$ cat src/rtl/keypad_scan.sv
// 4x4 active-low matrix keypad scanner with press/release debounce on a 1 ms tick.
// Optional auto-repeat while a key is held: define KEYPAD_SCAN_REPEAT_EN.
module keypad_scan #(
    parameter int unsigned DEB_CNT    = 4,
    parameter int unsigned REPEAT_DLY = 500,
    parameter int unsigned REPEAT_PER = 100
) (
    input  logic       clk,
    input  logic       rst,
    input  logic       ce_1ms,
    input  logic [3:0] row,
    output logic [3:0] col,
    output logic [3:0] key,
    output logic       key_vld,
    output logic       key_held
);

    localparam int unsigned CNT_W = 4;
    localparam int unsigned RPT_W = 10;

    typedef enum logic [1:0] {
        SCAN     = 2'd0,
        DEBOUNCE = 2'd1,
        HELD     = 2'd2,
        RELEASE  = 2'd3
    } state_t;

    // Reject configurations the 4-bit and 10-bit counters cannot represent.
    if (DEB_CNT < 2 || DEB_CNT > 15 ||
        REPEAT_DLY == 0 || REPEAT_DLY > 1023 ||
        REPEAT_PER == 0 || REPEAT_PER > 1023) begin : g_bad_cfg
        $error("keypad_scan: parameter out of range");
    end

    state_t           state;
    state_t           state_nxt;
    logic [3:0]       row_meta;
    logic [3:0]       rs;
    logic [1:0]       col_idx;
    logic [1:0]       col_idx_nxt;
    logic [1:0]       row_idx;
    logic [1:0]       row_idx_nxt;
    logic [1:0]       low_idx;
    logic [CNT_W-1:0] cnt;
    logic [CNT_W-1:0] cnt_nxt;
    logic [CNT_W-1:0] cnt_inc;
    logic [3:0]       col_nxt;
    logic [3:0]       key_nxt;
    logic             key_vld_nxt;
    logic             key_held_nxt;
    logic             any_low;
    logic             row_hit;
    logic             rpt_fire;

    // Two-flop synchronizer; rows idle high so reset to all ones.
    always_ff @(posedge clk or posedge rst) begin
        if (rst) begin
            row_meta <= 4'b1111;
            rs       <= 4'b1111;
        end else begin
            row_meta <= row;
            rs       <= row_meta;
        end
    end

    // Lowest-index low row wins when several rows are pressed in one column.
    always_comb begin
        low_idx = 2'd0;
        for (int i = 3; i >= 0; i--) begin
            if (!rs[i]) begin
                low_idx = 2'(i);
            end
        end
    end

    assign any_low = ~(&rs);
    assign row_hit = ~rs[row_idx];
    assign cnt_inc = cnt + CNT_W'(1);

`ifdef KEYPAD_SCAN_REPEAT_EN
    logic [RPT_W-1:0] rpt_cnt;
    logic [RPT_W-1:0] rpt_cnt_nxt;
    logic [RPT_W-1:0] rpt_inc;
    logic [RPT_W-1:0] rpt_target;
    logic             rpt_first;
    logic             rpt_first_nxt;

    assign rpt_inc    = rpt_cnt + RPT_W'(1);
    assign rpt_target = rpt_first ? RPT_W'(REPEAT_DLY) : RPT_W'(REPEAT_PER);

    // Counts held milliseconds; frozen while a release is being confirmed.
    always_comb begin
        rpt_cnt_nxt   = rpt_cnt;
        rpt_first_nxt = rpt_first;
        rpt_fire      = 1'b0;
        if (ce_1ms) begin
            if (state == DEBOUNCE) begin
                rpt_cnt_nxt   = '0;
                rpt_first_nxt = 1'b1;
            end else if (state == HELD && row_hit) begin
                if (rpt_inc == rpt_target) begin
                    rpt_fire      = 1'b1;
                    rpt_cnt_nxt   = '0;
                    rpt_first_nxt = 1'b0;
                end else begin
                    rpt_cnt_nxt = rpt_inc;
                end
            end
        end
    end

    always_ff @(posedge clk or posedge rst) begin
        if (rst) begin
            rpt_cnt   <= '0;
            rpt_first <= 1'b1;
        end else begin
            rpt_cnt   <= rpt_cnt_nxt;
            rpt_first <= rpt_first_nxt;
        end
    end
`else
    assign rpt_fire = 1'b0;
`endif

    // Next-state and output decode; everything except the key_vld clear waits for ce_1ms.
    always_comb begin
        state_nxt    = state;
        col_idx_nxt  = col_idx;
        row_idx_nxt  = row_idx;
        cnt_nxt      = cnt;
        key_nxt      = key;
        key_vld_nxt  = 1'b0;
        key_held_nxt = key_held;
        if (ce_1ms) begin
            unique case (state)
                SCAN: begin
                    if (any_low) begin
                        row_idx_nxt = low_idx;
                        cnt_nxt     = CNT_W'(1);
                        state_nxt   = DEBOUNCE;
                    end else begin
                        col_idx_nxt = col_idx + 2'd1;
                    end
                end
                DEBOUNCE: begin
                    if (row_hit) begin
                        if (cnt_inc == CNT_W'(DEB_CNT)) begin
                            key_nxt      = {col_idx, row_idx};
                            key_vld_nxt  = 1'b1;
                            key_held_nxt = 1'b1;
                            cnt_nxt      = '0;
                            state_nxt    = HELD;
                        end else begin
                            cnt_nxt = cnt_inc;
                        end
                    end else begin
                        cnt_nxt     = '0;
                        col_idx_nxt = col_idx + 2'd1;
                        state_nxt   = SCAN;
                    end
                end
                HELD: begin
                    if (!row_hit) begin
                        cnt_nxt   = CNT_W'(1);
                        state_nxt = RELEASE;
                    end else begin
                        key_vld_nxt = rpt_fire;
                    end
                end
                RELEASE: begin
                    if (!row_hit) begin
                        if (cnt_inc == CNT_W'(DEB_CNT)) begin
                            key_held_nxt = 1'b0;
                            cnt_nxt      = '0;
                            col_idx_nxt  = col_idx + 2'd1;
                            state_nxt    = SCAN;
                        end else begin
                            cnt_nxt = cnt_inc;
                        end
                    end else begin
                        cnt_nxt   = '0;
                        state_nxt = HELD;
                    end
                end
            endcase
        end
    end

    assign col_nxt = ~(4'b0001 << col_idx_nxt);

    always_ff @(posedge clk or posedge rst) begin
        if (rst) begin
            state    <= SCAN;
            col_idx  <= 2'd0;
            row_idx  <= 2'd0;
            cnt      <= '0;
            col      <= 4'b1110;
            key      <= 4'h0;
            key_vld  <= 1'b0;
            key_held <= 1'b0;
        end else begin
            state    <= state_nxt;
            col_idx  <= col_idx_nxt;
            row_idx  <= row_idx_nxt;
            cnt      <= cnt_nxt;
            col      <= col_nxt;
            key      <= key_nxt;
            key_vld  <= key_vld_nxt;
            key_held <= key_held_nxt;
        end
    end

endmodule
$ cat config.mk
export PLATFORM = sky130hd
export DESIGN_NAME = keypad_scan
export DESIGN_NICKNAME = d
export VERILOG_FILES = /design/src/rtl/keypad_scan.sv
export SDC_FILE = /design/constraint.sdc
export NUM_CORES = 1
export LEC_CHECK = 0
export CELL_PAD_IN_SITES_DETAIL_PLACEMENT = 1
export CELL_PAD_IN_SITES_GLOBAL_PLACEMENT = 1
export CORE_ASPECT_RATIO = 0.9
export CORE_MARGIN = 1.5
export CORE_UTILIZATION = 30
export CTS_BUF_LIST = sky130_fd_sc_hd__clkbuf_4 sky130_fd_sc_hd__clkbuf_8
export CTS_CLUSTER_DIAMETER = 60
export CTS_CLUSTER_SIZE = 25
export DETAILED_ROUTE_END_ITERATION = 10
export HOLD_SLACK_MARGIN = 0.02
export PLACE_DENSITY_LB_ADDON = 0.1
export SYNTH_ARGS = -nofsm -noshare
export SYNTH_HDL_FRONTEND = slang
export SYNTH_SLANG_ARGS = --single-unit
$ cat constraint.sdc
create_clock -name clk -period 4.4 [get_ports clk]
set_input_delay 0.66 -clock clk [delete_from_list [all_inputs] [get_ports clk]]
set_output_delay 0.66 -clock clk [all_outputs]
set_load 0.02 [all_outputs]
Yosys cells after proc, flatten, opt, wreduce, memory -nomap -nowiden:

Index checks and enable logic that the tools add are counted.

* bits in registers: 28
* input port bits: 7
* output and inout port bits: 10

* $add $sub $neg: 2
* $lt $le $gt $ge: 1
* equality and inequality tests: 12
* shift operators: 1
* multiplexer cells: 34
* bitwise gates (word level): 3
* reductions and logical operators: 8

Operators by type and width (number)
* $mux W2: 15
* $mux W4: 5
* $pmux W4 S4: 1
* $ne A2 B2 Y1 const B: 6
* $mux W1: 9
* $pmux W2 S4: 1
* $reduce_and A4 Y1: 2
* $ne A3 B3 Y1 const B: 2
* $pmux W2 S3: 1
* $reduce_and A3 Y1: 2
* $reduce_and A6 Y1: 1
* $reduce_and A5 Y1: 1
* $add A4 B1 Y4 const B: 1
* $eq A2 B2 Y1 const B: 2
* $eq A4 B3 Y1 const B: 1
* $not A4 Y4: 1
* $shl A1 B2 Y4 const A: 1
* $lt A2 B3 Y1 const B: 1
* $add A2 B1 Y2 const B: 1
* $bmux W1 S2: 1
* $eq A2 B1 Y1 const B: 1
* $logic_not A2 Y1: 1
* $not A1 Y1: 2
* $pmux W1 S2: 1
* $reduce_bool A2 Y1: 1

Logic depth before layout (Yosys ltp):

Gate-level depths: netlist of the first run.

* word-level depth: 8
* mapped depth: 7
* mapped depth without buffers: 6

Worst setup path after synthesis of the first run:

No wires, ideal clock.

* path type: register to register
* from: reg cnt[0]
* to: reg col[1]
* library setup time: 0.075 ns
* arrival time: 1.810 ns
* required time: 4.325 ns
* path slack: 2.515 ns
* stages on the path, launching flop included: 7
* path buffers: 1
* cells stage by stage: dfrtp_1 ha_1 mux2_2 a32oi_1 o22a_1 buf_2 mux2i_1

* longest elaborated chain between the ends: 8

RTL lines
* from (decl): RTL line 44 `logic [CNT_W-1:0] cnt;`
* from (signal assigned): RTL line 205 `cnt <= cnt_nxt;`
* $add A4 B1 Y4: RTL line 78 `assign cnt_inc = cnt + CNT_W'(1);`
* $eq A4 B3 Y1: RTL line 172 `if (cnt_inc == CNT_W'(DEB_CNT)) begin`
* $mux W2: RTL line 172
* $mux W2: RTL line 171 `if (!row_hit) begin`
* $pmux W2 S3: RTL line 135 `unique case (state)`
* $mux W2: RTL line 134 `if (ce_1ms) begin`
* $shl A1 B2 Y4: RTL line 189 `assign col_nxt = ~(4'b0001 << col_idx_nxt);`
* $not A4 Y4: RTL line 189
* named net col_nxt[1]: RTL line 47 `logic [3:0] col_nxt;`
* to (signal assigned): RTL line 206 `col <= col_nxt;`
* to (decl): RTL line 12 `output logic [3:0] col,`

The timed path passes the listed nets, and every way through them passes these cells.
A chain may end at the register's enable or synchronous reset.

Worst setup path after layout of the first run:

* from: reg cnt[0]
* to: reg col[3]

The elaborated chain is that of the path after synthesis.

==> results.sh, run 1 <==
export IMPL_status="finished, final reports clean"
export IMPL_initial_core_util_pct=31.3
export IMPL_cts_resized=0
export IMPL_postCtsSetupBuffers=0
export IMPL_cts_tree="done"
export IMPL_place_congestion=0.747
export IMPL_drtIter0Drc=10
export IMPL_drv_cap=0
export IMPL_drt_pass1_iter_count=2
export IMPL_track_usage_pct=12.6
export IMPL_setup_viol=0
export IMPL_skew_ps=5.70
export IMPL_grt_pass1_vias=936
export IMPL_io_pins=17
export IMPL_core_sq_um=4100
export IMPL_rsz0062_at_grt="false"
export IMPL_area_growth_pct=21.3
export IMPL_num_antenna_cells=0
export IMPL_grt_pass1_wl_mm=4.49
export IMPL_cts_root_buf="clkbuf_8"
export IMPL_hold_path_class="register to register"
export IMPL_crit_family="compound AO/OA/AOI/OAI gates"
export IMPL_async_flop_share_pct=100
export IMPL_cpPeakStageDelay_ps=470
export IMPL_power_density_nw_per_um2=641
export IMPL_clkLatencyLatePin_ps=270
export IMPL_power_uw=1000
export IMPL_max_slew_margin_pct=60.2
export IMPL_route_detailed_drc=0
export IMPL_worst_pin_slew_ps=596
export IMPL_switching_share_pct=34.9
export IMPL_synthCells=109
export IMPL_pre_cts_slack_ps=2090
export IMPL_syn_nets=118
export IMPL_hold_viol=0
export IMPL_wl_mm=2.55
export IMPL_synth_seq_cells=28
export IMPL_p_clk_share_pct=20.0
export IMPL_portBuffers=16
export IMPL_setup_tns_ps=0
export IMPL_internal_power_uw=651
export IMPL_yosysWarnings=0
export IMPL_min_period_over_period_pct=50.9
export IMPL_finalNetCount=136
export IMPL_cts_sinks=28
export IMPL_path_max_fanout=7
export IMPL_cp_slowest_cell="a32oi_1"
export IMPL_synth_area_per_cell_sq_um=11.8
export IMPL_cp_start_kind="register"
export IMPL_cts_hold_buf=0
export IMPL_dpl_hpwl_mm=1.95
export IMPL_clock_path_buffers=2
export IMPL_synthFlopType="dfrtp_1"
export IMPL_vias=878
export IMPL_drive_above_1_share_pct=19.0
export IMPL_required_ps=4610
export IMPL_power_share_sequential_pct=42.8
export IMPL_numCtsBuffers=3
export IMPL_grt_overflow_total=0
export IMPL_timing_fmax_ghz=0.447
export IMPL_fp_dieH_um=65.1
export IMPL_cp_end_kind="register"
export IMPL_synth_edf_count=0
export IMPL_cp_cell_sequence="ha_1, a21oi_1, mux2_2, a32oi_1, o22a_1, mux2i_1"
export IMPL_grt_max_degree=17
export IMPL_comb_power_share_pct=37.2
export IMPL_slew_violations=0
export IMPL_synth_distinct_cells=36
export IMPL_die_w_um=72.0
export IMPL_grt_antenna_before_repair=0
export IMPL_critical_path_buf_inv_count=0
export IMPL_wl_per_cell_um=14.7
export IMPL_layout_setup_ws_ps=2160
export IMPL_die_area_sq_um=4690
export IMPL_ir_drop_uv=238
export IMPL_critPathKind="register to register"
export IMPL_hold_ws_ps=360
export IMPL_yosysSeqAreaShare_pct=55.6
export IMPL_clk_pin_slew_ps=100
export IMPL_htree_levels=1
export IMPL_arrival_ps=2450
export IMPL_num_rows=22
export IMPL_synth_area_sq_um=1280
export IMPL_p_switching_uw=349
export IMPL_viasPerCell=5.05
export IMPL_n_fill_cell=455
export IMPL_min_period_ps=2240
export IMPL_final_antenna_net_count=0
export IMPL_leakage_nw=0.672
==> power by group through the flow <==
| stage | clock, mW | sequential (mW) | combinational, mW |
|---|---|---|---|
| after floorplan | 0 | 0.439 | 0.252 |
| after detailed placement | 0 | 0.433 | 0.378 |
| after CTS | 0.212 | 0.429 | 0.380 |
| final | 0.200 | 0.428 | 0.372 |
| after global placement | 0 | 0.432 | 0.369 |
| after global routing | 0.224 | 0.443 | 0.413 |
==> cell usage in the layout, fill, tap and decap left out, types with 2 or more instances in the layout <==
cell type / n
nand3_1: 3
dfrtp_1: 17
and2_1: 2
nor2b_1: 3
dfstp_2: 11
nor3_1: 2
nor2_1: 7
o21ai_0: 2
clkbuf_8: 3
o22ai_1: 2
a31oi_1: 2
inv_1: 6
a21oi_1: 7
nand2b_1: 2
clkdlybuf4s50_1: 16
mux2i_1: 8
o32ai_1: 2
o22a_1: 2
mux2_2: 5
ha_1: 2
nand2_1: 5
xnor2_1: 2
==> through the flow <==
stage	instance area [sq um]	cells	util, %
floorplan	1280	109	-
global placement	1490	170	36.3
detailed placement	1490	170	36.3
CTS	1560	174	38.0
global route	1560	174	38.0
finish	1560	174	38.0
==> per-layer routing <==
| layer | up-vias | global-route usage, % | share of wire, % |
|---|---|---|---|
| met4 | 0 | 3.54 | 0.74 |
| met5 | - | 0 | 0 |
| met1 | 439 | 16.6 | 47 |
| met3 | 2 | 4.35 | 4.3 |
| met2 | 13 | 19.6 | 48 |
| li1 | 424 | - | - |
==> path summary, 6_finish.rpt <==
path                                       startpoint                end  slack (ps)  cells after the start
max in group asynchronous                         rst    rs[1]$_DFF_PP1_        2980                      3
worst max-delay path               cnt[0]$_DFFE_PP0P_   col[3]$_DFF_PP1_        2160                      6
worst min-delay path            row_meta[0]$_DFF_PP1_    rs[0]$_DFF_PP1_         360                      0
worst min register to register  row_meta[0]$_DFF_PP1_    rs[0]$_DFF_PP1_         360                      0
worst max register to register     cnt[0]$_DFFE_PP0P_   col[3]$_DFF_PP1_        2160                      6
min in group asynchronous                         rst  key_vld$_DFF_PP0_         740                      2
==> final cells by class <==
cell class,instances,area (sq um),share of cell area (%)
multi-input cells,71,523,33.5
clock inverters,1,30.0,1.93
repair buffers,17,168,10.8
inverters,6,22.5,1.44
clock buffers,3,41.3,2.65
well taps,48,60.1,3.85
flip-flops and latches,28,714,45.8
==> cell usage after synthesis, types with 3 or more instances <==
cell type	instances	area, sq um
a21oi_1	7	35.0
dfrtp_1	17	425
nand3_1	3	15.0
mux2i_1	8	80.1
inv_1	6	22.5
dfstp_2	11	289
nand2_1	5	18.8
nor2b_1	3	18.8
nor2_1	7	26.3
mux2_2	5	56.3
==> cell families after synthesis <==
group	after synthesis	share of synthesized area, %
compound gates	24	13.3
xor+xnor	3	2.05
fa+ha+maj	2	1.95
buf+inv	10	3.70
flops	28	55.6
mux	14	12.4
simple gates	28	11.0
==> sequential cells by signal (all words and copies together) (netlist names), named ones only <==
name and count:
cnt 4, col 4, col_idx 2, key 4, key_held 1, key_vld 1
row_idx 2, row_meta 4, rs 4, state 1
Note: power is estimated with default switching activity, not from simulation.
==> run 2, diff against run 1 <==
==> constraint.sdc (replaced) <==
create_clock -name clk -period 1.85 [get_ports clk]
set_input_delay 0.2775 -clock clk [delete_from_list [all_inputs] [get_ports clk]]
set_output_delay 0.2775 -clock clk [all_outputs]
set_load 0.02 [all_outputs]
==> run 2 against run 1 <==
Combinational power grew to 3.0 times the previous value. Cell count increased by 6.9%. Maximum frequency increased by 27%. Critical path type unchanged. Largest cell class unchanged. Largest power group is now combinational logic. Highest routed layer unchanged.
==> results.sh, run 2 (same netlist as run 1, synthesis figures left out) <==
export IMPL_arrival_ps=1940
export IMPL_grt_pass1_wl_mm=4.96
export IMPL_n_fill_cell=435
export IMPL_grt_max_degree=17
export IMPL_numCtsBuffers=3
export IMPL_cp_start_kind="register"
export IMPL_placedCellCount=182
export IMPL_ff2ff_path_depth=4
export IMPL_area_growth_pct=32.0
export IMPL_skew_ps=6.42
export IMPL_drtIter0Drc=13
export IMPL_route_detailed_drc=0
export IMPL_timing_fmax_ghz=0.566
export IMPL_viasPerCell=4.88
export IMPL_status="finished, final reports clean"
export IMPL_wl_per_cell_um=15.2
export IMPL_power_mw=2.57
export IMPL_postCtsSetupBuffers=0
export IMPL_grt_pass1_vias=1051
export IMPL_track_usage_pct=13.8
export IMPL_instances_no_fill=186
export IMPL_rsz0062_at_grt="false"
export IMPL_num_rows=22
export IMPL_leakage_nw=0.745
export IMPL_grt_overflow_total=0
export IMPL_final_antenna_net_count=0
export IMPL_drt_pass1_iter_count=4
export IMPL_clkLatencyLatePin_ps=280
export IMPL_layout_setup_ws_ps=83.1
export IMPL_drv_cap=0
export IMPL_max_slew_margin_pct=76.3
export IMPL_die_w_um=72.0
export IMPL_cts_sinks=28
export IMPL_multi_input_area_sq_um=569
export IMPL_cts_tree="done"
export IMPL_critPathKind="register to register"
export IMPL_dpl_hpwl_mm=2.20
export IMPL_regArea_sq_um=716
export IMPL_portBuffers=16
export IMPL_setup_viol=0
export IMPL_hold_viol=0
export IMPL_cts_root_buf="clkbuf_8"
export IMPL_htree_levels=1
export IMPL_power_density_nw_per_um2=1520
export IMPL_grt_antenna_before_repair=0
export IMPL_hold_path_class="primary input to asynchronous set/reset pin"
export IMPL_path_max_fanout=5
export IMPL_min_period_over_period_pct=95.5
export IMPL_core_sq_um=4100
export IMPL_initial_core_util_pct=31.3
export IMPL_pre_cts_slack_ps=-92.0
export IMPL_vias=907
export IMPL_die_area_sq_um=4690
export IMPL_num_antenna_cells=0
export IMPL_io_pins=17
export IMPL_min_period_ps=1770
export IMPL_fp_dieH_um=65.1
export IMPL_place_congestion=0.778
export IMPL_cp_end_kind="register"
export IMPL_clk_pin_slew_ps=100
export IMPL_wl_mm=2.83
export IMPL_clock_path_buffers=2
export IMPL_worst_pin_slew_ps=355
export IMPL_mostFrequentLayoutCells="dfrtp_1, clkdlybuf4s50_1, buf_4"
export IMPL_finalNetCount=148
export IMPL_slew_violations=0
export IMPL_final_core_util_pct=41.4
export IMPL_ir_drop_uv=496
export IMPL_required_ps=2020
export IMPL_drive_above_1_share_pct=31.9
run 2: final timing paths:
kind                       slack (ps)            endpoint                   start
min                               210  key[2]$_DFFE_PP0P_                     rst
max                                80  cnt[0]$_DFFE_PP0P_  row_idx[0]$_DFFE_PP0P_
max reg2reg                        80  cnt[0]$_DFFE_PP0P_  row_idx[0]$_DFFE_PP0P_
min reg2reg                       360     rs[2]$_DFF_PP1_   row_meta[2]$_DFF_PP1_
max in group asynchronous        1150    col[1]$_DFF_PP1_                     rst
min in group clk                  360     rs[2]$_DFF_PP1_   row_meta[2]$_DFF_PP1_
run 2: stage by stage:
stage               area (sq um)  TNS [ps]  hold slack, ps
finish                      1700         0             210
global route                1700         0             221
global placement            1590         0             346
floorplan                   1290         0             282
CTS                         1670         0             210
detailed placement          1590      -536             347
run 2: layout make-up:
cell class                      instances  share of cell area (%)
Multi-Input combinational cell         71                    33.6
Clock inverter                          1                    1.77
Tap cell                               48                    3.54
Clock buffer                            3                    2.43
Inverter                                6                    1.33
Timing Repair Buffer                   29                    15.2
Sequential cell                        28                    42.2
run 2: report_power, final:
group | switching [mW] | total, mW | internal [mW]
registers | 0.173 | 0.992 | 0.820
clock network | 0.193 | 0.483 | 0.290
logic | 0.547 | 1.10 | 0.549
total | 0.913 | 2.57 | 1.66
run 2: layer usage:
| metal | global-route usage, % | vias up | share of wire (%) |
|---|---|---|---|
| met5 | 0 | - | 0 |
| met2 | 23.1 | 13 | 49 |
| met1 | 18.1 | 444 | 48 |
| met4 | 2.83 | 0 | 0.64 |
| met3 | 3.27 | 2 | 2.6 |
| li1 | - | 448 | - |
run 2: what timing repair did:
item / in CTS / in global routing
pin swaps: 1 / 3
gates resized for setup: 3 / 6
hold buffers: 0 / 0
hold endpoints to repair: 0 / 0
endpoints found under the setup margin: 8 / 13
run 2: worst max-delay path, cell delays in order, from the launching register on:
cell and delay (ps):
dfrtp_1 390, mux4_2 590, and2_4 200, o31a_1 300
o22a_1 200
==> run 3, diff against run 2 <==
--- a/config.mk
+++ b/config.mk
@@ -16,6 +16,7 @@
 export DETAILED_ROUTE_END_ITERATION = 10
 export HOLD_SLACK_MARGIN = 0.02
 export PLACE_DENSITY_LB_ADDON = 0.1
+export SKIP_LAST_GASP = 1
 export SYNTH_ARGS = -nofsm -noshare
 export SYNTH_HDL_FRONTEND = slang
 export SYNTH_SLANG_ARGS = --single-unit
==> results of run 3 <==
Final layout, timing and power as in run 2 (identical DEF).
